$ cat src/rtl/pcie_dma_pkg.sv
// Shared PCIe endpoint types: TLP fmt/type codes, RX parser states
// and the completion request handed from the RX to the TX engine.
package pcie_dma_pkg;

  localparam logic [7:0] PCIE_FMT_TYPE_MRD32 = {3'b000, 5'b00000};
  localparam logic [7:0] PCIE_FMT_TYPE_MRD64 = {3'b001, 5'b00000};
  localparam logic [7:0] PCIE_FMT_TYPE_MWR32 = {3'b010, 5'b00000};
  localparam logic [7:0] PCIE_FMT_TYPE_MWR64 = {3'b011, 5'b00000};

  typedef enum logic [3:0] {
    ST_IDLE,
    ST_RD32,
    ST_RD64,
    ST_WR32,
    ST_WR64,
    ST_WR64_DATA,
    ST_WAIT_WR,
    ST_WAIT_CPL,
    ST_DISCARD
  } pcie_rx_state_t;

  typedef struct packed {
    logic [2:0]  tc;
    logic [1:0]  attr;
    logic [15:0] rid;
    logic [7:0]  tag;
    logic [6:0]  laddr;
  } pcie_compl_req_t;

endpackage

$ cat src/rtl/pcie_io_ep_rx_engine.sv
// RX TLP parser: single-DW MRd/MWr (32/64-bit addressing) into the
// endpoint memory write port and a completion request to the TX engine.
module pcie_io_ep_rx_engine
  import pcie_dma_pkg::*;
(
  input  logic        i_clk,
  input  logic        i_nrst,
  input  logic [63:0] i_rx_tdata,
  input  logic [7:0]  i_rx_tkeep,
  input  logic        i_rx_tlast,
  input  logic        i_rx_tvalid,
  output logic        o_rx_tready,
  output logic [10:0] o_wr_addr,
  output logic [3:0]  o_wr_be,
  output logic [31:0] o_wr_data,
  output logic        o_wr_en,
  input  logic        i_wr_busy,
  output logic [10:0] o_rd_addr,
  output logic [3:0]  o_rd_be,
  output logic        o_req_compl,
  output logic [2:0]  o_req_tc,
  output logic [1:0]  o_req_attr,
  output logic [15:0] o_req_rid,
  output logic [7:0]  o_req_tag,
  output logic [6:0]  o_req_laddr,
  input  logic        i_compl_done
);

  pcie_rx_state_t  state_q, state_d, dec;
  pcie_compl_req_t hdr_q, hdr_d;
  pcie_compl_req_t req_q, req_d;
  logic [3:0]  fbe_q, fbe_d;
  logic [10:0] addr_q, addr_d;
  logic        tready_q, tready_d;
  logic [10:0] wr_addr_q, wr_addr_d;
  logic [3:0]  wr_be_q, wr_be_d;
  logic [31:0] wr_data_q, wr_data_d;
  logic        wr_en_q, wr_en_d;
  logic [10:0] rd_addr_q, rd_addr_d;
  logic [3:0]  rd_be_q, rd_be_d;
  logic        compl_q, compl_d;
  logic        hs, is_wr, drop;
  logic [7:0]  ft;

  // tkeep is implied by the single-DW-only support
  logic unused_bits;
  assign unused_bits = ^{i_rx_tkeep, i_rx_tdata};

  assign hs = i_rx_tvalid && tready_q;
  assign ft = {1'b0, i_rx_tdata[30:24]};

  always_comb begin
    dec   = ST_DISCARD;
    is_wr = 1'b0;
    case (ft)
      PCIE_FMT_TYPE_MRD32: dec = ST_RD32;
      PCIE_FMT_TYPE_MRD64: dec = ST_RD64;
      PCIE_FMT_TYPE_MWR32: begin
        dec   = ST_WR32;
        is_wr = 1'b1;
      end
      PCIE_FMT_TYPE_MWR64: begin
        dec   = ST_WR64;
        is_wr = 1'b1;
      end
      default: dec = ST_DISCARD;
    endcase
    drop = (i_rx_tdata[9:0] != 10'd1) ||
           (is_wr && i_rx_tdata[14]);
  end

  always_comb begin
    state_d   = state_q;
    hdr_d     = hdr_q;
    req_d     = req_q;
    fbe_d     = fbe_q;
    addr_d    = addr_q;
    wr_addr_d = wr_addr_q;
    wr_be_d   = wr_be_q;
    wr_data_d = wr_data_q;
    wr_en_d   = 1'b0;
    rd_addr_d = rd_addr_q;
    rd_be_d   = rd_be_q;
    compl_d   = compl_q;
    case (state_q)
      ST_IDLE: if (hs) begin
        hdr_d.tc    = i_rx_tdata[22:20];
        hdr_d.attr  = i_rx_tdata[13:12];
        hdr_d.rid   = i_rx_tdata[63:48];
        hdr_d.tag   = i_rx_tdata[47:40];
        hdr_d.laddr = 7'd0;
        fbe_d       = i_rx_tdata[35:32];
        if (i_rx_tlast)
          state_d = ST_IDLE;
        else if (drop)
          state_d = ST_DISCARD;
        else
          state_d = dec;
      end
      ST_RD32: if (hs) begin
        rd_addr_d   = i_rx_tdata[12:2];
        rd_be_d     = fbe_q;
        req_d       = hdr_q;
        req_d.laddr = {i_rx_tdata[6:2], 2'b00};
        compl_d     = 1'b1;
        state_d     = ST_WAIT_CPL;
      end
      ST_RD64: if (hs) begin
        rd_addr_d   = i_rx_tdata[44:34];
        rd_be_d     = fbe_q;
        req_d       = hdr_q;
        req_d.laddr = {i_rx_tdata[38:34], 2'b00};
        compl_d     = 1'b1;
        state_d     = ST_WAIT_CPL;
      end
      ST_WR32: if (hs) begin
        wr_addr_d = i_rx_tdata[12:2];
        wr_data_d = i_rx_tdata[63:32];
        wr_be_d   = fbe_q;
        wr_en_d   = 1'b1;
        state_d   = ST_WAIT_WR;
      end
      ST_WR64: if (hs) begin
        addr_d  = i_rx_tdata[44:34];
        state_d = i_rx_tlast ? ST_IDLE : ST_WR64_DATA;
      end
      ST_WR64_DATA: if (hs) begin
        wr_addr_d = addr_q;
        wr_data_d = i_rx_tdata[31:0];
        wr_be_d   = fbe_q;
        wr_en_d   = 1'b1;
        state_d   = ST_WAIT_WR;
      end
      // busy echoes the strobe one cycle later, then falls
      ST_WAIT_WR: if (!wr_en_q || i_wr_busy) state_d = ST_IDLE;
      ST_WAIT_CPL: if (i_compl_done) begin
        compl_d = 1'b0;
        state_d = ST_IDLE;
      end
      ST_DISCARD: if (hs && i_rx_tlast) state_d = ST_IDLE;
      default: state_d = ST_IDLE;
    endcase
    tready_d = !(state_d == ST_WAIT_WR || state_d == ST_WAIT_CPL);
  end

  always_ff @(posedge i_clk or negedge i_nrst) begin
    if (!i_nrst) begin
      state_q   <= ST_IDLE;
      hdr_q     <= '0;
      req_q     <= '0;
      fbe_q     <= '0;
      addr_q    <= '0;
      tready_q  <= 1'b0;
      wr_addr_q <= '0;
      wr_be_q   <= '0;
      wr_data_q <= '0;
      wr_en_q   <= 1'b0;
      rd_addr_q <= '0;
      rd_be_q   <= '0;
      compl_q   <= 1'b0;
    end else begin
      state_q   <= state_d;
      hdr_q     <= hdr_d;
      req_q     <= req_d;
      fbe_q     <= fbe_d;
      addr_q    <= addr_d;
      tready_q  <= tready_d;
      wr_addr_q <= wr_addr_d;
      wr_be_q   <= wr_be_d;
      wr_data_q <= wr_data_d;
      wr_en_q   <= wr_en_d;
      rd_addr_q <= rd_addr_d;
      rd_be_q   <= rd_be_d;
      compl_q   <= compl_d;
    end
  end

  assign o_rx_tready = tready_q;
  assign o_wr_addr   = wr_addr_q;
  assign o_wr_be     = wr_be_q;
  assign o_wr_data   = wr_data_q;
  assign o_wr_en     = wr_en_q;
  assign o_rd_addr   = rd_addr_q;
  assign o_rd_be     = rd_be_q;
  assign o_req_compl = compl_q;
  assign o_req_tc    = req_q.tc;
  assign o_req_attr  = req_q.attr;
  assign o_req_rid   = req_q.rid;
  assign o_req_tag   = req_q.tag;
  assign o_req_laddr = req_q.laddr;

endmodule

$ cat config.mk
export PLATFORM = sky130hd
export DESIGN_NAME = pcie_io_ep_rx_engine
export DESIGN_NICKNAME = d
export VERILOG_FILES = /design/src/rtl/pcie_dma_pkg.sv /design/src/rtl/pcie_io_ep_rx_engine.sv
export SDC_FILE = /design/constraint.sdc
export NUM_CORES = 1
export LEC_CHECK = 0
export ABC_CLOCK_PERIOD_IN_PS = 3000
export BUFFER_PORTS_ARGS = -buffer_cell sky130_fd_sc_hd__clkbuf_2
export CAP_MARGIN = 5
export CELL_PAD_IN_SITES_DETAIL_PLACEMENT = 2
export CELL_PAD_IN_SITES_GLOBAL_PLACEMENT = 2
export CORE_MARGIN = 3
export CORE_UTILIZATION = 36
export DETAILED_ROUTE_END_ITERATION = 10
export PLACE_DENSITY_LB_ADDON = 0.1
export SETUP_SLACK_MARGIN = 0.1
export SYNTH_ARGS = -nofsm -noshare
export SYNTH_HDL_FRONTEND = slang
export SYNTH_SLANG_ARGS = --single-unit
$ cat constraint.sdc
create_clock -name i_clk -period 3 [get_ports i_clk]
set_input_delay 0.15 -clock i_clk [delete_from_list [all_inputs] [get_ports i_clk]]
set_output_delay 0.15 -clock i_clk [all_outputs]
set_load 0.02 [all_outputs]
==> impl_metrics.ini, run 1 <==
[die]
fp.dieW_um = 135
initial_core_util_pct = 37.4
io_pins = 179
rows = 46
die_y_um = 135
core_area_um2 = 16100
die_area_um2 = 18300

[clock_tree]
cts_resized = 0
cts_max_level = 4
clk_latency_ns = 0.42
cts_sinks = 142
root_buffer = clkbuf_16
cts_setup_buffers = 0
clk_pin_slew_ns = 0.06
cts_buffer_depth = 2
cts_tree = built
cts_made_buffers = 17

[power_and_ir_drop]
p_clk_share_pct = 45.6
power.total_mw = 4.35
peakVddDrop_mv = 0.402
switchingPower_mw = 0.977
power_frac_comb_pct = 7.0
powerDensity_nw_per_um2 = 552
power_frac_seq_pct = 47.4
p_leak_nw = 3.92
netSwitchingFraction_pct = 22.5
power.internal_mw = 3.37

[timing]
fmax_ghz = 0.440
setup_tns_ns = 0
grt_setup_unrepaired = false
skew_ns = 0.00673
post-route-min-period_ns = 2.27
setup_viol = 0
fin_crit_sh_pct = 75.7
worst_pin_slew_ns = 0.650
relSlewSlack_pct = 56.6
slew_viol_final = 0
finalHoldViolations = 0
holdWs_ns = 0.00959

[worst_setup_path]
crit_family = simple AND/OR/NAND/NOR gates
endpoint_kind = flop
crit_fanout = 27
crit_required_ns = 3.30
r2r_start = o_rx_tready
startpoint = o_rx_tready
path_buf_inv = 1
r2r_slack_ns = 0.73
crit_path_max_incr_delay_ns = 0.60
cp_slowest_cell = nand3_2
cp_num_cells = 4
path_cells = and2_1 -> nand3_2 -> buf_4 -> mux2_2
cp.arrival_ns = 2.57
reg2regPathDepth = 4
setup.worst_path.start_class = flop
crit_type = flop to flop
timing.rr.end = o_req_rid[5]
crit_end = o_req_rid[5]

[final_layout]
fillCellCount = 1652
fin_util_pct = 48.9
drive_above_1_share_pct = 44.2
multiInputGateArea_um2 = 2290
stdcell_area_um2 = 7890
layout_commonest_cell = clkbuf_2
final_cell_mix = clkbuf_2 (167), dfrtp_1 (142), mux2_2 (81)
areaGrowthSynthToFinish_pct = 30.8
nNetsFinal = 745
sequential_cell_area_um2 = 3550
diodes = 0

[global_routing]
gr-max-usage-layer = met2
gr-usage-met2_pct = 36.1
grt-ovfl-total = 0
grt_pass1_wl_um = 29200
grt_use_met3_pct = 6.05
first_global_vias = 5150
antenna_found_initial = 0
grt_usage_pct = 21.0
use_met1_pct = 25.4
grt_max_degree = 67

[drt]
initialDrtViolationCount = 127
drc = 0
wl_per_cell_um = 20.5
viasPerCell = 4.99
routed_wirelength_um = 18300
firstDrtPassIters = 4
ant_nets = 0
via_count = 4463

[logic_synthesis]
ys.warnings.count = 0
yosysUniqueCellTypes = 36
synth-seq-area-share_pct = 58.9
synth_area_per_cell_um2 = 12.7
yosys-top-cells-area = dfrtp_1 (59%), mux2_2 (15%), mux2i_1 (9.0%)
netlist_instances = 475
yosys.area.top_type = dfrtp_1
synth-async-reset-ratio_pct = 100
yosysTopAreaCellShare_pct = 58.9
ys_seq_elements = 142
synth_ff_type = dfrtp_1
synth_edf_count = 0
synth_area_um2 = 6030

[place]
io_buffers = 168
place.gp.congestion = 0.812
dp_hpwl_um = 12700
placed_area_um2 = 7080

[run]
drv_cap = 0

[hold_path]
hold_class = input pin to flop

[status]
status = complete, no violations
worst register-to-register path, cell delays in order (launching register included):
cell and delay (ns):
dfrtp_1 0.42, and2_1 0.38, nand3_2 0.60, buf_4 0.45
mux2_2 0.31
state kept, by name, summed over array words and instances (netlist names):
name         flops
o_wr_en          1
addr_q          11
hdr_q           29
o_rx_tready      1
o_rd_addr       11
o_rd_be          4
o_req_tag        8
o_wr_data       32
o_req_attr       2
o_req_tc         3
o_wr_addr       11
o_wr_be          4
o_req_rid       16
state_q          4
fbe_q            4
o_req_compl      1
routing by layer:
layer  routed length, um  up-vias  share of wire, %
met3                1080       18               5.9
li1                    -     2041                 -
met5                   0        -                 0
met4                 271        0               1.5
met1                7520     2293                41
met2                9430      111                52
worst min path at each step:
stage,cells after the start,startpoint,endpoint,slack (ns)
after floorplan,0,i_nrst,addr_q[0],-0.15
after global placement,1,i_nrst,o_req_rid[13],0.18
after detailed placement,1,i_nrst,o_req_rid[13],0.19
after CTS,2,i_rx_tdata[53],hdr_q[20],0.0008
after global routing,2,i_rx_tdata[32],fbe_q[0],0.01
final,2,i_rx_tdata[50],hdr_q[17],0.01
Yosys cell counts (all sizes together) (2+ instances only):
cell type and n:
a21oi 46, a221oi 2, a31o 2, buf 28
clkbuf 8, dfrtp 142, inv 2, mux2 81
mux2i 54, nand2 16, nand3 4, nor2 50
nor3 3, nor3b 2, nor4 3, o21ai 13
o31ai 3, xor2 2
per-stage QoR:
step / worst slack [ns] / instances
floorplan: 1.27 / 476
global placement: 0.780 / 838
detailed placement: 0.703 / 838
CTS: 0.677 / 894
global route: 0.465 / 894
finish: 0.728 / 894
layout make-up:
| class | instances | share of cell area [%] |
|---|---|---|
| multi-input combinational | 296 | 29.1 |
| clock buffer | 23 | 6.19 |
| tap | 216 | 3.43 |
| sequential | 142 | 45.1 |
| inverter | 2 | 0.0952 |
| clock inverter | 7 | 0.793 |
| timing repair buffer | 208 | 15.4 |
cells by family (layout without fill, tap and decap cells):
logic type,after synthesis,in the layout,synth area share [%]
mux,135,135,24.1
other cells,1,2,0.0622
buf+inv,38,240,3.49
flops,142,142,58.9
simple gates,88,88,6.81
compound gates,68,68,6.16
xor+xnor,3,3,0.436
power groups by stage:
stage               Clock, mW  Sequential, mW  Combinational [mW]
global placement            0            2.08               0.263
global route             2.13            2.07               0.337
floorplan                   0            2.07               0.137
finish                   1.99            2.06               0.304
detailed placement          0            2.09               0.278
CTS                      2.04            2.06               0.309
what timing repair did:
item | in CTS | in global routing
hold buffers | 26 | 0
endpoints found under the hold margin | 88 | 0
setup endpoints to repair | 0 | 0
(Power assumes the default switching activity.)
==> run 2, diff against run 1 <==
--- a/config.mk
+++ b/config.mk
@@ -5,13 +5,13 @@
 export SDC_FILE = /design/constraint.sdc
 export NUM_CORES = 1
 export LEC_CHECK = 0
-export ABC_CLOCK_PERIOD_IN_PS = 3000
+export ABC_CLOCK_PERIOD_IN_PS = 1900
 export BUFFER_PORTS_ARGS = -buffer_cell sky130_fd_sc_hd__clkbuf_2
 export CAP_MARGIN = 5
 export CELL_PAD_IN_SITES_DETAIL_PLACEMENT = 2
 export CELL_PAD_IN_SITES_GLOBAL_PLACEMENT = 2
 export CORE_MARGIN = 3
-export CORE_UTILIZATION = 36
+export CORE_UTILIZATION = 30
 export DETAILED_ROUTE_END_ITERATION = 10
 export PLACE_DENSITY_LB_ADDON = 0.1
 export SETUP_SLACK_MARGIN = 0.1
==> constraint.sdc (replaced) <==
create_clock -name i_clk -period 1.9 [get_ports i_clk]
set_input_delay 0.095 -clock i_clk [delete_from_list [all_inputs] [get_ports i_clk]]
set_output_delay 0.095 -clock i_clk [all_outputs]
set_load 0.02 [all_outputs]
==> run 2 against run 1 <==
Against the previous run: clock-buffer cell count is 5 lower; hold slack better by 0.0068 ns; critical path depth up 2; largest cell class unchanged.
==> impl_metrics.ini, run 2 (synthesis results as in run 1) <==
[worst_setup_path]
crit_type = flop to flop
endpoint_kind = flop
r2r_slack_ns = 0.22
reg2regPathDepth = 6
crit_required_ns = 2.20
cp.arrival_ns = 1.98
timing.rr.end = o_wr_data[26]
r2r_start = state_q[3]
setup.worst_path.start_class = flop
crit_fanout = 22

[timing]
finalHoldViolations = 0
setup_tns_ns = 0
setup_viol = 0
skew_ns = 0.00743
post-route-min-period_ns = 1.68
fmax_ghz = 0.595
grt_setup_unrepaired = false
slew_viol_final = 0
fin_crit_sh_pct = 88.4

[drt]
viasPerCell = 4.72
initialDrtViolationCount = 148
via_count = 4611
routed_wirelength_um = 18300
ant_nets = 0
wl_per_cell_um = 18.8
drc = 0
firstDrtPassIters = 6

[final_layout]
diodes = 0
largest_register_ffs = 32
fin_util_pct = 43.0
layout_commonest_cell = clkbuf_2
final_cell_mix = clkbuf_2 (167), dfrtp_1 (140), mux2_2 (81)
nNetsFinal = 777
drive_above_1_share_pct = 44.4
areaGrowthSynthToFinish_pct = 39.7

[clock_tree]
cts_tree = built
cts_max_level = 4
cts_sinks = 142
clk_latency_ns = 0.42
cts_made_buffers = 17
clk_pin_slew_ns = 0.06
cts_buffer_depth = 2
root_buffer = clkbuf_16

[die]
die_y_um = 148
fp.dieW_um = 148
die_area_um2 = 21800
io_pins = 179
initial_core_util_pct = 30.8
core_area_um2 = 19600
rows = 51

[power_and_ir_drop]
p_leak_nw = 4.12
peakVddDrop_mv = 0.601
powerDensity_nw_per_um2 = 845
power.total_mw = 7.12

[status]
status = complete, no violations

[global_routing]
grt_pass1_wl_um = 29400
antenna_found_initial = 0
grt_max_degree = 68
first_global_vias = 5283
grt-ovfl-total = 0
grt_usage_pct = 17.2

[hold_path]
hold_class = input pin to flop
min_path_cells = 3
min_to = o_rd_addr[8]
min_from = i_rx_tdata[10]

[place]
io_buffers = 168
dp_hpwl_um = 12400
place.gp.congestion = 0.719

[run]
drv_cap = 0
-- run 2: cell count changes in the layout (fill, tap and decap cells not counted), sizes merged --
cell         before  now
inv               2    5
clkinvlp          1    0
bufinv            1    2
buf              15   22
dlygate4sd3      26   50
clkinv            5    9
clkbuf          190  186
-- run 2: final cells by class --
class | instances | area [um^2]
inverter | 2 | 7.51
multi-input combinational | 296 | 2300
tap | 265 | 332
clock buffer | 18 | 439
sequential | 142 | 3560
clock inverter | 14 | 158
fill | 2030 | 11200
timing repair buffer | 240 | 1630
-- run 2: power breakdown --
group	internal, mW	switching (mW)	total (mW)
registers	3.17	0.0733	3.24
clock network	1.99	1.36	3.35
logic	0.289	0.242	0.531
-- run 2: worst max-delay path, cell delays in order (launching register included) --
cell and delay (ns):
dfrtp_1 0.38, nand2b_2 0.24, nor3b_4 0.20, buf_4 0.14, clkbuf_16 0.22, mux2i_1 0.25
a21oi_1 0.09
-- run 2: how the worst max path moves through the flow --
stage                      startpoint  cells past startpoint             to  slack [ns]
after floorplan           o_rx_tready                      6     o_rd_be[3]        0.17
after global placement     state_q[3]                      5  o_wr_data[23]        0.23
after detailed placement   state_q[3]                      5  o_wr_data[28]        0.14
after CTS                  state_q[3]                      5   o_wr_data[0]        0.11
after global routing       state_q[3]                      6   o_wr_data[7]        0.10
final                      state_q[3]                      6  o_wr_data[26]        0.22
-- run 2: through the flow --
stage                     hold WS (ns)  instance area, um^2  worst slack (ns)  std cells
after floorplan                 -0.201                 6030             0.171        476
after global placement         -0.0246                 7270             0.229        892
after detailed placement       -0.0216                 7270             0.138        892
after CTS                      0.00340                 8370             0.106        974
after global routing            0.0140                 8420             0.105        977
final                           0.0164                 8420             0.220        977
-- run 2: metal layers --
| layer | GRT usage [%] | routed length (um) | share of wire, % | up-vias |
|---|---|---|---|---|
| li1 | - | - | - | 2114 |
| met1 | 20.7 | 7810 | 43 | 2360 |
| met2 | 29.8 | 9250 | 50 | 116 |
| met3 | 5.40 | 996 | 5.4 | 21 |
| met4 | 4.94 | 274 | 1.5 | 0 |
| met5 | 0 | 0 | 0 | - |
-- run 2: timing repair --
item,CTS,global route
hold buffers,50,0
setup buffers,0,2
resized for setup,0,9
setup endpoints to repair,0,47
endpoints found under the hold margin,201,0
